$ cat config.mk
export PLATFORM = sky130hd
export DESIGN_NAME = uart_rx_deser
export DESIGN_NICKNAME = d
export VERILOG_FILES = /design/src/rtl/uart_rx_deser.sv
export SDC_FILE = /design/constraint.sdc
export NUM_CORES = 1
export LEC_CHECK = 0
export ABC_AREA = 1
export BUFFER_PORTS_ARGS = -buffer_cell sky130_fd_sc_hd__buf_4
export CAP_MARGIN = 10
export CORE_MARGIN = 3
export CORE_UTILIZATION = 55
export DETAILED_ROUTE_END_ITERATION = 8
export PLACE_DENSITY = 0.8
export SLEW_MARGIN = 30
export SYNTH_ARGS = -nofsm -noshare
export SYNTH_HDL_FRONTEND = slang
export SYNTH_SLANG_ARGS = --single-unit
$ cat constraint.sdc
create_clock -name clk -period 3.4 [get_ports clk]
set_input_delay 0.17 -clock clk [delete_from_list [all_inputs] [get_ports clk]]
set_output_delay 0.17 -clock clk [all_outputs]
set_load 0.02 [all_outputs]
$ cat src/rtl/uart_rx_deser.sv
// 8N1/8E1 UART receive deframer with input synchronizer and per-frame divider latch.
// Define UART_RX_PARITY_EN to add the even-parity bit (11-bit frame).
module uart_rx_deser #(
  parameter int unsigned DIV_W       = 32,
  parameter int unsigned SYNC_STAGES = 2
) (
  input  logic             clk,
  input  logic             rst_i,
  input  logic [DIV_W-1:0] clk_div_i,
  input  logic             rx_i,
  output logic [7:0]       rx_data_o,
  output logic             rx_valid_o,
  output logic             rx_err_o,
  output logic             rx_busy_o
);

  typedef enum logic [2:0] {
    S_IDLE,
    S_START,
    S_DATA,
    S_PARITY,
    S_STOP
  } state_e;

  state_e                 state_q, state_d;
  logic [SYNC_STAGES-1:0] sync_q;
  logic                   rx_s;
  logic [DIV_W-1:0]       cnt_q, cnt_d;
  logic [DIV_W-1:0]       div_q, div_d;
  logic [DIV_W-1:0]       div_min;
  logic [DIV_W-1:0]       mid_pt;
  logic [DIV_W-1:0]       end_pt;
  logic [2:0]             idx_q, idx_d;
  logic [7:0]             shift_q, shift_d;
  logic                   armed_q, armed_d;
  logic [7:0]             data_q, data_d;
  logic                   valid_q, valid_d;
  logic                   err_q, err_d;
`ifdef UART_RX_PARITY_EN
  logic                   par_err_q, par_err_d;
`endif

  // Synchronizer resets to idle-high so reset never looks like a start edge.
  always_ff @(posedge clk) begin
    if (rst_i) begin
      sync_q <= '1;
    end else begin
      sync_q <= {sync_q[SYNC_STAGES-2:0], rx_i};
    end
  end

  assign rx_s    = sync_q[SYNC_STAGES-1];
  assign div_min = (clk_div_i < DIV_W'(2)) ? DIV_W'(2) : clk_div_i;
  assign mid_pt  = (div_q >> 1) - DIV_W'(1);
  assign end_pt  = div_q - DIV_W'(1);

  always_ff @(posedge clk) begin
    if (rst_i) begin
      state_q   <= S_IDLE;
      cnt_q     <= '0;
      div_q     <= '0;
      idx_q     <= '0;
      shift_q   <= '0;
      armed_q   <= 1'b0;
      data_q    <= '0;
      valid_q   <= 1'b0;
      err_q     <= 1'b0;
`ifdef UART_RX_PARITY_EN
      par_err_q <= 1'b0;
`endif
    end else begin
      state_q   <= state_d;
      cnt_q     <= cnt_d;
      div_q     <= div_d;
      idx_q     <= idx_d;
      shift_q   <= shift_d;
      armed_q   <= armed_d;
      data_q    <= data_d;
      valid_q   <= valid_d;
      err_q     <= err_d;
`ifdef UART_RX_PARITY_EN
      par_err_q <= par_err_d;
`endif
    end
  end

  always_comb begin
    state_d   = state_q;
    cnt_d     = cnt_q + DIV_W'(1);
    div_d     = div_q;
    idx_d     = idx_q;
    shift_d   = shift_q;
    armed_d   = 1'b0;
    data_d    = data_q;
    valid_d   = 1'b0;
    err_d     = err_q;
`ifdef UART_RX_PARITY_EN
    par_err_d = par_err_q;
`endif
    unique case (state_q)
      // armed_q remembers that rx_s was high last cycle while idle;
      // it is cleared in every busy state so a held-low line cannot retrigger.
      S_IDLE: begin
        cnt_d   = '0;
        armed_d = rx_s;
        if (armed_q && !rx_s) begin
          state_d = S_START;
          div_d   = div_min;
        end
      end
      S_START: begin
        if (cnt_q == mid_pt) begin
          cnt_d = '0;
          idx_d = '0;
          if (rx_s) begin
            state_d = S_IDLE;
          end else begin
            state_d = S_DATA;
          end
        end
      end
      S_DATA: begin
        if (cnt_q == end_pt) begin
          cnt_d   = '0;
          shift_d = {rx_s, shift_q[7:1]};
          idx_d   = idx_q + 3'd1;
          if (idx_q == 3'd7) begin
`ifdef UART_RX_PARITY_EN
            state_d = S_PARITY;
`else
            state_d = S_STOP;
`endif
          end
        end
      end
`ifdef UART_RX_PARITY_EN
      S_PARITY: begin
        if (cnt_q == end_pt) begin
          cnt_d     = '0;
          par_err_d = (^shift_q) ^ rx_s;
          state_d   = S_STOP;
        end
      end
`endif
      S_STOP: begin
        if (cnt_q == end_pt) begin
          cnt_d   = '0;
          state_d = S_IDLE;
          valid_d = 1'b1;
          data_d  = shift_q;
`ifdef UART_RX_PARITY_EN
          err_d   = par_err_q | ~rx_s;
`else
          err_d   = ~rx_s;
`endif
        end
      end
      default: begin
        cnt_d   = '0;
        state_d = S_IDLE;
      end
    endcase
  end

  assign rx_data_o  = data_q;
  assign rx_valid_o = valid_q;
  assign rx_err_o   = err_q;
  assign rx_busy_o  = (state_q != S_IDLE);

endmodule

# --- Word-level counts from Yosys, hierarchy flattened ---
# Cells that the tools add are included.
op_classes:
  n_reduce_logical: 13
  shift: 0
  n_addsub: 4
  bitwise: 3
  n_div: 0
  multipliers: 0
  n_eq_ne: 11
  n_lt_le_gt_ge: 1
  mux: 15
op_table:
  columns: ["operator", "count"]
  rows:
  - ["32-bit 2-to-1 mux", 3]
  - ["32-bit equality test", 2]
  - ["32-bit one-hot mux with 2 select lines", 1]
  - ["32-bit by 1-bit adder with 32-bit output (second input constant)", 1]
  - ["32-bit by 2-bit less-than comparator with 1-bit output (second input constant)", 1]
  - ["31-bit by 1-bit subtractor with 32-bit output (second input constant)", 1]
  - ["32-bit by 1-bit subtractor with 32-bit output (second input constant)", 1]
  - ["3-bit 2-to-1 mux", 7]
  - ["3-bit one-hot mux with 4 select lines", 1]
  - ["2-bit != test (second input constant)", 5]
  - ["3-bit equality test (second input constant)", 2]
  - ["3-bit one-hot mux with 2 select lines", 1]
  - ["2-bit AND reduction", 3]
  - ["2-bit OR reduction", 3]
  - ["5-bit AND reduction", 1]
  - ["3-bit by 1-bit adder with 3-bit output (second input constant)", 1]
  - ["3-bit by 1-bit equality test with 1-bit output (second input constant)", 1]
  - ["3-bit by 2-bit equality test with 1-bit output (second input constant)", 1]
  - ["3-bit logical NOT", 1]
  - ["1-bit inverter", 3]
  - ["3-bit AND reduction", 1]
  - ["3-bit nonzero test", 1]
  - ["2-bit 2-to-1 mux", 1]
  - ["2-bit nonzero test", 1]
  - ["3 further kinds", 3]
word_totals:
  inputBits: 35
  latchBits: 0
  mem_bits_ro: 0
  register_bits: 91
  mem_bits_rw: 0
  output_inout_bits: 11
  memories: 0

# --- Depth between registers and ports, before layout ---
# Gate-level depths: netlist of the first run.
logic_depth:
  depth_word: 4
  ltp_mapped: 21
  ltp_nobuf: 21

# --- Worst setup path after synthesis of the first run ---
# No wires, ideal clock.
synth_timing:
  kind: "flip-flop to flip-flop"
  startpoint: "register div_q[1]"
  endpoint: "register cnt_q[31]"
  path_buffers: 1
  required_time_ps: 3286
  setup_slack_ps: 998
  setup_ps: 114
  path_stages_with_launch: 21
  period_less_slack_ps: 2402
  arrival_ps: 2288
  path_cell_list: "dfxtp_1 inv_1 ha_1 nand2_2 nor2_1 nand2_1 nor2_2 nand2_1 nand2_1 nand2_1 nand2_1 nand2_1 nor2_1 nand2_1 nor2_4 nand2_1 nand2_2 nand2_2 nand2_4 buf_6 nor2_1"
synth_via:
  elab_chain_cells: 4
  word_cells_on_any_way: 7
  classes_between: "add/sub (2); eq/ne (2); mux (3)"
synth_rtl:
  columns: ["item", "line_no", "rtl"]
  rows:
  - ["from (decl)", "29", "logic [DIV_W-1:0] div_q, div_d;"]
  - ["from (signal assigned)", "74", "div_q <= div_d;"]
  - ["32-bit by 1-bit subtractor with 32-bit output / 31-bit by 1-bit subtractor with 32-bit output (equally long branches)", "55, 54", null]
  - ["32-bit equality test (on tied branches)", "123, 146, 112", null]
  - ["32-bit 2-to-1 mux (on tied branches)", "123, 146, 112", null]
  - ["32-bit one-hot mux with 2 select lines (*)", "100", "unique case (state_q)"]
  - ["to (signal assigned)", "73", "cnt_q <= cnt_d;"]
  - ["to (decl)", "28", "logic [DIV_W-1:0] cnt_q, cnt_d;"]
# Mark *: on every way between the ends. The rest lies on a longest branch, timed or not.
# A chain may end at the register's enable or synchronous reset.

# --- Worst setup path in the final report of the first run ---
layout_timing:
  startpoint: "register div_q[1]"
  endpoint: "register cnt_q[14]"
# The elaborated chain is that of the path after synthesis.

==> results of run 1 <==
stage by stage:
| stage | worst slack (ns) | hold WS, ns | cell area, sq um | util (%) | cells |
|---|---|---|---|---|---|
| after global routing | 0.00498 | 0.0463 | 7270 | 63.1 | 1242 |
| after global placement | 0.386 | 0.369 | 6950 | 60.4 | 1225 |
| final | 0.236 | 0.0341 | 7270 | 63.1 | 1242 |
| after CTS | 0.320 | 0.0295 | 7270 | 63.1 | 1242 |
| after floorplan | 0.998 | 0.274 | 6530 | - | 1059 |
| after detailed placement | 0.333 | 0.368 | 6950 | 60.4 | 1225 |
flip-flops by register name, indices dropped and copies added, names as in the netlist:
signal / cells
rx_valid_o: 1
rx_data_o: 8
armed_q: 1
rx_err_o: 1
idx_q: 3
cnt_q: 32
state_q: 3
sync_q: 2
shift_q: 8
div_q: 32
path summary, 6_finish.rpt:
kind / endpoint / slack [ns]
hold reg to reg: sync_q[1]$_SDFF_PP1_ / 0.41
hold / removal: div_q[8]$_SDFFE_PP0P_ / 0.03
setup reg to reg: cnt_q[14]$_SDFF_PP0_ / 0.24
setup / recovery: cnt_q[14]$_SDFF_PP0_ / 0.24
cell usage after synthesis, drive strengths merged:
| cell type | count | area share, % |
|---|---|---|
| or2 | 4 | 0.38 |
| a21boi | 1 | 0.12 |
| nand3 | 71 | 5.9 |
| o21bai | 7 | 0.80 |
| clkbuf | 20 | 1.1 |
| o31a | 1 | 0.13 |
| clkinv | 4 | 0.23 |
| nor3 | 28 | 2.1 |
| buf | 8 | 1.0 |
| inv | 124 | 7.1 |
| nor4 | 14 | 1.3 |
| ha | 5 | 0.96 |
| nor2 | 191 | 13 |
| nand4 | 29 | 2.8 |
| a211oi | 23 | 2.6 |
| nand3b | 10 | 1.1 |
| xor2 | 40 | 5.4 |
| dfxtp | 91 | 28 |
| o21ai | 50 | 3.9 |
| nand2 | 288 | 17 |
| or3 | 1 | 0.096 |
| a21oi | 23 | 1.8 |
| and2 | 1 | 0.096 |
| xnor2 | 23 | 3.1 |
| o22ai | 1 | 0.096 |
| a31oi | 1 | 0.096 |
final cells by class:
type | instances | area (sq um)
fill | 1079 | 4250
multi-input combinational | 812 | 4090
sequential | 91 | 1820
inverter | 128 | 480
timing repair buffer | 52 | 393
clock buffer | 10 | 229
tap | 143 | 179
clock inverter | 6 | 76.3
power by group:
group / leakage [nW] / internal (mW) / switching, mW
combinational: 2.49 / 0.656 / 1.44
clock: 0.150 / 0.586 / 0.457
sequential: 0.735 / 1.11 / 0.0636
total: 3.38 / 2.35 / 1.96
cells by family (layout without fill, tap and decap cells):
kind of cell    count (synthesis)  after routing
flops                          91             91
xor+xnor                       63             63
compound gates                107            107
fa+ha+maj                       5              5
buf+inv                       156            196
simple gates                  637            637
worst reg2reg max path, stage by stage (launching register included):
cell     delay (ns)
dfxtp_1        0.33
inv_1          0.18
ha_1           0.41
inv_2          0.08
nor2_2         0.19
nand2_1        0.11
nor2_2         0.23
nand2_1        0.11
nand3_1        0.14
nand2_1        0.07
nor2_1         0.09
nand2_1        0.08
nor2_1         0.15
nand2_1        0.11
nor2_4         0.16
nand2_1        0.09
nand2_2        0.09
nand2_2        0.08
nand2_4        0.24
nor3_1         0.10
per-layer routing:
metal | global-route usage (%) | routed length (microns) | part of all wire [%] | vias to the layer above
li1 | - | - | - | 3467
met1 | 44.5 | 9120 | 45 | 3147
met2 | 46.5 | 8590 | 42 | 348
met3 | 8.42 | 2290 | 11 | 31
met4 | 9.39 | 407 | 2.0 | 0
met5 | 0 | 0 | 0 | -
==> results.py, run 1 <==
metrics = {
    "clock_network": {
        "cts_num_sinks": 91,
        "clk_latency_ns": 0.36,
        "tritoncts": "built",
        "clock_path_buffers": 2,
        "cts_resized": 0,
        "postCtsSetupBuffers": 0,
        "numCtsBuffers": 9,
        "cts_root_buf": "clkbuf_16",
        "ctsHoldBuffers": 1,
        "clkSlewWorstSetupHoldPaths_ns": 0.07,
        "ctsHtreeMaxLevel": 3,
    },
    "logic_synthesis": {
        "synth_compound_area_share_pct": 9.54,
        "synth_mux_area_share_pct": 0,
        "synth_simple_gate_area_share_pct": 43.6,
        "yosys.area_share.xor_xnor_pct": 8.45,
        "synth_top_family_by_area": "simple AND/OR/NAND/NOR gates",
        "synth_cell_types": 39,
        "yosysSeqAreaShare_pct": 27.9,
        "syn-num-nets": 1099,
        "synth_seq_cells": 91,
        "synthAdderAreaFrac_pct": 0.958,
        "syn_area_sq_um": 6530,
        "syn_avg_cell_area_sq_um": 6.17,
        "synthCells": 1059,
        "synth_warnings": 0,
    },
    "route": {
        "drt_wl_total_mm": 20.4,
        "antenna_left": 0,
        "drc": 0,
        "dr.pass1.iters": 5,
        "viasPerCell": 5.63,
        "drt_iter0_markers": 763,
        "via_count": 6993,
        "post_drt_wl_per_cell_microns": 16.4,
    },
    "layout": {
        "layout-drive-gt1-share_pct": 10.2,
        "antennaDiodeCount": 0,
        "mostFrequentLayoutCell": "nand2_1",
        "syn_to_final_growth_pct": 11.3,
        "layout_common_cells": "nand2_1, nor2_1, inv_1, dfxtp_1, nand3_1",
        "layout.nets": 1134,
    },
    "timing": {
        "max_freq_ghz": 0.316,
        "rsz0062_at_grt": "false",
        "fin_setup_tns_ns": 0,
        "hold_violations": 0,
        "slew_violations": 0,
        "fin_skew_ns": 0.0128,
        "worst_slew_pin_slew_ns": 0.786,
        "relSlewSlack_pct": 47.1,
        "fin_crit_ns": 3.16,
        "fin_crit_sh_pct": 93.0,
        "setup_violations": 0,
    },
    "critical_path": {
        "r2r_cells": 19,
        "crit_chain": "inv_1 -> ha_1 -> inv_2 -> nor2_2 -> nand2_1 -> nor2_2 -> nand2_1 -> nand3_1 -> nand2_1 -> nor2_1 -> nand2_1 -> nor2_1 -> nand2_1 -> nor2_4 -> nand2_1 -> nand2_2 -> nand2_2 -> nand2_4 -> nor3_1",
        "cpPeakStageDelay_ns": 0.41,
        "path_common_cell": "nand2_1",
        "worstPathMaxFanout": 27,
        "worstPathRequired_ns": 3.63,
        "critPathLaunch": "div_q[1]$_SDFFE_PP0P_",
        "start_kind": "register",
        "path_delay_family": "simple AND/OR/NAND/NOR gates",
        "timing.rr.start": "div_q[1]$_SDFFE_PP0P_",
        "endpoint_kind": "register",
        "cp.arrival_ns": 3.40,
        "cp_slowest_cell": "ha_1",
        "crit_cells": 19,
        "crit_type": "register to register",
        "crit_buf_inv": 2,
    },
    "grt": {
        "grt-ovfl-total": 0,
        "grt_pass1_vias": 6241,
        "grt_pass1_wl_mm": 32.2,
        "grt_usage_pct": 31.4,
        "antenna_found_initial": 0,
        "grt_max_degree": 41,
    },
    "hold_path": {
        "hold_class": "input pin to register",
        "hold_depth": 3,
        "hp-start": "clk_div_i[8]",
    },
    "pwr": {
        "power_leakage_nw": 3.38,
        "max-vdd-ir-drop_v": 0.000423,
        "powerDensity_nw_per_um2": 593,
        "power_mw": 4.31,
    },
    "placed_design": {
        "hpwlAfterDp_mm": 16.3,
        "routabilityCongestion": 1.03,
        "io_buffers": 45,
    },
    "floorplan": {
        "initial_core_util_pct": 56.7,
        "dieHeight_microns": 115,
        "num_rows": 39,
        "core-area_sq_um": 11500,
        "io_pins": 46,
        "die_w_microns": 115,
        "die-area_sq_um": 13200,
    },
    "flow_run": {
        "cap_violations": 0,
    },
    "run_status": {
        "status": "finished, final reports clean",
    },
}
Note: power is estimated with default switching activity, not from simulation.
==> run 2, diff against run 1 <==
--- a/config.mk
+++ b/config.mk
@@ -8,7 +8,7 @@
 export ABC_AREA = 1
 export BUFFER_PORTS_ARGS = -buffer_cell sky130_fd_sc_hd__buf_4
 export CAP_MARGIN = 10
-export CORE_MARGIN = 3
+export CORE_MARGIN = 2
 export CORE_UTILIZATION = 55
 export DETAILED_ROUTE_END_ITERATION = 8
 export PLACE_DENSITY = 0.8
==> constraint.sdc (replaced) <==
create_clock -name clk -period 3.92 [get_ports clk]
set_input_delay 0.196 -clock clk [delete_from_list [all_inputs] [get_ports clk]]
set_output_delay 0.196 -clock clk [all_outputs]
set_load 0.02 [all_outputs]
==> run 2 against run 1 <==
Effect of this change: combinational power is 13% lower; register-to-register slack better by 0.52 ns; worst setup slack better by 0.52 ns; die area is 3.4% lower; sequential cell count stayed put; via count is 0.10% lower; utilization is 0.31 points lower; power is 14% lower; clock skew hardly changed.
==> results.py, run 2 (synthesized netlist as in run 1, its figures left out) <==
metrics = {
    "timing": {
        "worst_slew_pin_slew_ns": 0.790,
        "fin_skew_ns": 0.0131,
        "hold_violations": 0,
        "fin_crit_sh_pct": 80.6,
        "setup_violations": 0,
        "relSlewSlack_pct": 46.8,
        "fin_crit_ns": 3.16,
        "fin_setup_tns_ns": 0,
        "slew_violations": 0,
        "rsz0062_at_grt": "false",
        "max_freq_ghz": 0.317,
    },
    "clock_network": {
        "tritoncts": "built",
        "postCtsSetupBuffers": 0,
        "cts_resized": 0,
        "numCtsBuffers": 9,
        "ctsHtreeMaxLevel": 3,
        "ctsHoldBuffers": 0,
        "clk_latency_ns": 0.37,
        "clock_path_buffers": 2,
        "clkSlewWorstSetupHoldPaths_ns": 0.08,
        "cts_root_buf": "clkbuf_16",
        "cts_num_sinks": 91,
    },
    "placed_design": {
        "io_buffers": 45,
        "hpwlAfterDp_mm": 16.0,
        "routabilityCongestion": 1.04,
    },
    "grt": {
        "grt-ovfl-total": 0,
        "grt_max_degree": 44,
        "grt_usage_pct": 32.1,
        "grt_pass1_wl_mm": 32.1,
        "grt_pass1_vias": 6231,
        "antenna_found_initial": 0,
    },
    "route": {
        "viasPerCell": 5.64,
        "wl_met1_mm": 9.14,
        "top_layer": "met4",
        "antenna_left": 0,
        "dr.pass1.iters": 5,
        "wl_met2_mm": 8.20,
        "drt_wl_total_mm": 19.9,
        "post_drt_wl_per_cell_microns": 16.1,
        "drc": 0,
        "wl_met3_mm": 2.10,
        "via_count": 6986,
        "drt_iter0_markers": 763,
    },
    "floorplan": {
        "num_rows": 39,
        "io_pins": 46,
        "initial_core_util_pct": 56.7,
        "die_w_microns": 113,
        "core-area_sq_um": 11500,
        "die-area_sq_um": 12800,
        "dieHeight_microns": 113,
    },
    "flow_run": {
        "cap_violations": 0,
    },
    "layout": {
        "fillCellCount": 1126,
        "layout-drive-gt1-share_pct": 10.0,
        "syn_to_final_growth_pct": 10.7,
        "layout_common_cells": "nand2_1, nor2_1, inv_1, dfxtp_1, nand3_1",
        "mostFrequentLayoutCell": "nand2_1",
        "final_util_pct": 62.8,
        "layout.nets": 1130,
        "antennaDiodeCount": 0,
        "reg.largest.list": "cnt_q x32, div_q x32",
    },
    "pwr": {
        "switchingPower_mw": 1.74,
        "powerDensity_nw_per_um2": 514,
        "p_seq_share_pct": 27.3,
        "max-vdd-ir-drop_v": 0.000313,
        "power_leakage_nw": 3.36,
        "netSwitchingFraction_pct": 46.8,
        "pwr-share-comb_pct": 48.9,
        "p_clk_share_pct": 23.8,
        "internal-power_mw": 1.98,
    },
    "hold_path": {
        "hold_depth": 2,
        "hp-start": "rx_i",
        "hold_end": "sync_q[0]$_SDFF_PP1_",
        "hold_class": "input pin to register",
    },
    "run_status": {
        "status": "finished, final reports clean",
    },
    "critical_path": {
        "worstPathMaxFanout": 27,
        "crit_type": "register to register",
        "timing.rr.start": "div_q[1]$_SDFFE_PP0P_",
        "r2r_end": "cnt_q[4]$_SDFF_PP0_",
        "rrSetupSlack_ns": 0.76,
        "endpoint_kind": "register",
        "start_kind": "register",
        "worstPathRequired_ns": 4.16,
        "cp.arrival_ns": 3.39,
        "r2r_cells": 19,
    },
}
==> run 2: worst max-delay path by stage <==
| stage | slack (ns) | depth (start not counted) | endpoint | startpoint |
|---|---|---|---|---|
| after global routing | 0.44 | 19 | cnt_q[8]$_SDFF_PP0_ | div_q[1]$_SDFFE_PP0P_ |
| final | 0.76 | 19 | cnt_q[4]$_SDFF_PP0_ | div_q[1]$_SDFFE_PP0P_ |
| after floorplan | 1.52 | 20 | cnt_q[31]$_SDFF_PP0_ | div_q[1]$_SDFFE_PP0P_ |
| after CTS | 0.83 | 19 | cnt_q[4]$_SDFF_PP0_ | div_q[1]$_SDFFE_PP0P_ |
| after detailed placement | 0.85 | 19 | cnt_q[4]$_SDFF_PP0_ | div_q[1]$_SDFFE_PP0P_ |
| after global placement | 0.88 | 19 | cnt_q[31]$_SDFF_PP0_ | div_q[1]$_SDFFE_PP0P_ |
==> run 2: layer usage <==
layer	up-vias	global-route usage [%]
li1	3476	-
met2	355	47.6
met4	0	10.2
met3	44	6.27
met5	-	0
met1	3111	47.1
==> run 2: cell type report <==
| class | count | area (sq um) | share of cell area [%] |
|---|---|---|---|
| clock buffers | 9 | 225 | 3.12 |
| flip-flops and latches | 91 | 1820 | 25.2 |
| inverters | 128 | 480 | 6.65 |
| multi-input cells | 812 | 4090 | 56.5 |
| repair buffers | 48 | 360 | 4.98 |
| clock inverters | 7 | 76.3 | 1.06 |
| well taps | 143 | 179 | 2.47 |
==> run 2: power by group through the flow <==
stage,clock network (mW),logic (mW),registers (mW)
after floorplan,0,1.32,1.02
after global routing,0.931,2.02,1.02
after detailed placement,0,1.75,1.04
after global placement,0,1.74,1.03
final,0.885,1.82,1.02
after CTS,0.890,1.76,1.01
==> run 2: critical path, cell delays in order, from the launching register on <==
cell and delay, ns:
dfxtp_1 0.32, inv_1 0.17, ha_1 0.40, inv_2 0.08, nor2_2 0.17, nand2_1 0.12
nor2_2 0.24, nand2_1 0.11, nand3_1 0.13, nand2_1 0.06, nor2_1 0.08, nand2_1 0.08
nor2_1 0.17, nand2_1 0.12, nor2_4 0.16, nand2_1 0.08, nand2_2 0.09, nand2_2 0.08
nand2_4 0.25, nor2_1 0.09
==> run 2: metrics by stage <==
stage / setup WS [ns] / std cells / total power, mW / hold slack (ns) / instance area (sq um)
global route: 0.440 / 1238 / 3.97 / 0.0159 / 7230
detailed placement: 0.849 / 1222 / 2.78 / 0.383 / 6930
finish: 0.761 / 1238 / 3.72 / 0.0137 / 7230
floorplan: 1.52 / 1059 / 2.34 / 0.300 / 6530
CTS: 0.831 / 1238 / 3.66 / 0.00727 / 7230
global placement: 0.882 / 1222 / 2.77 / 0.383 / 6930
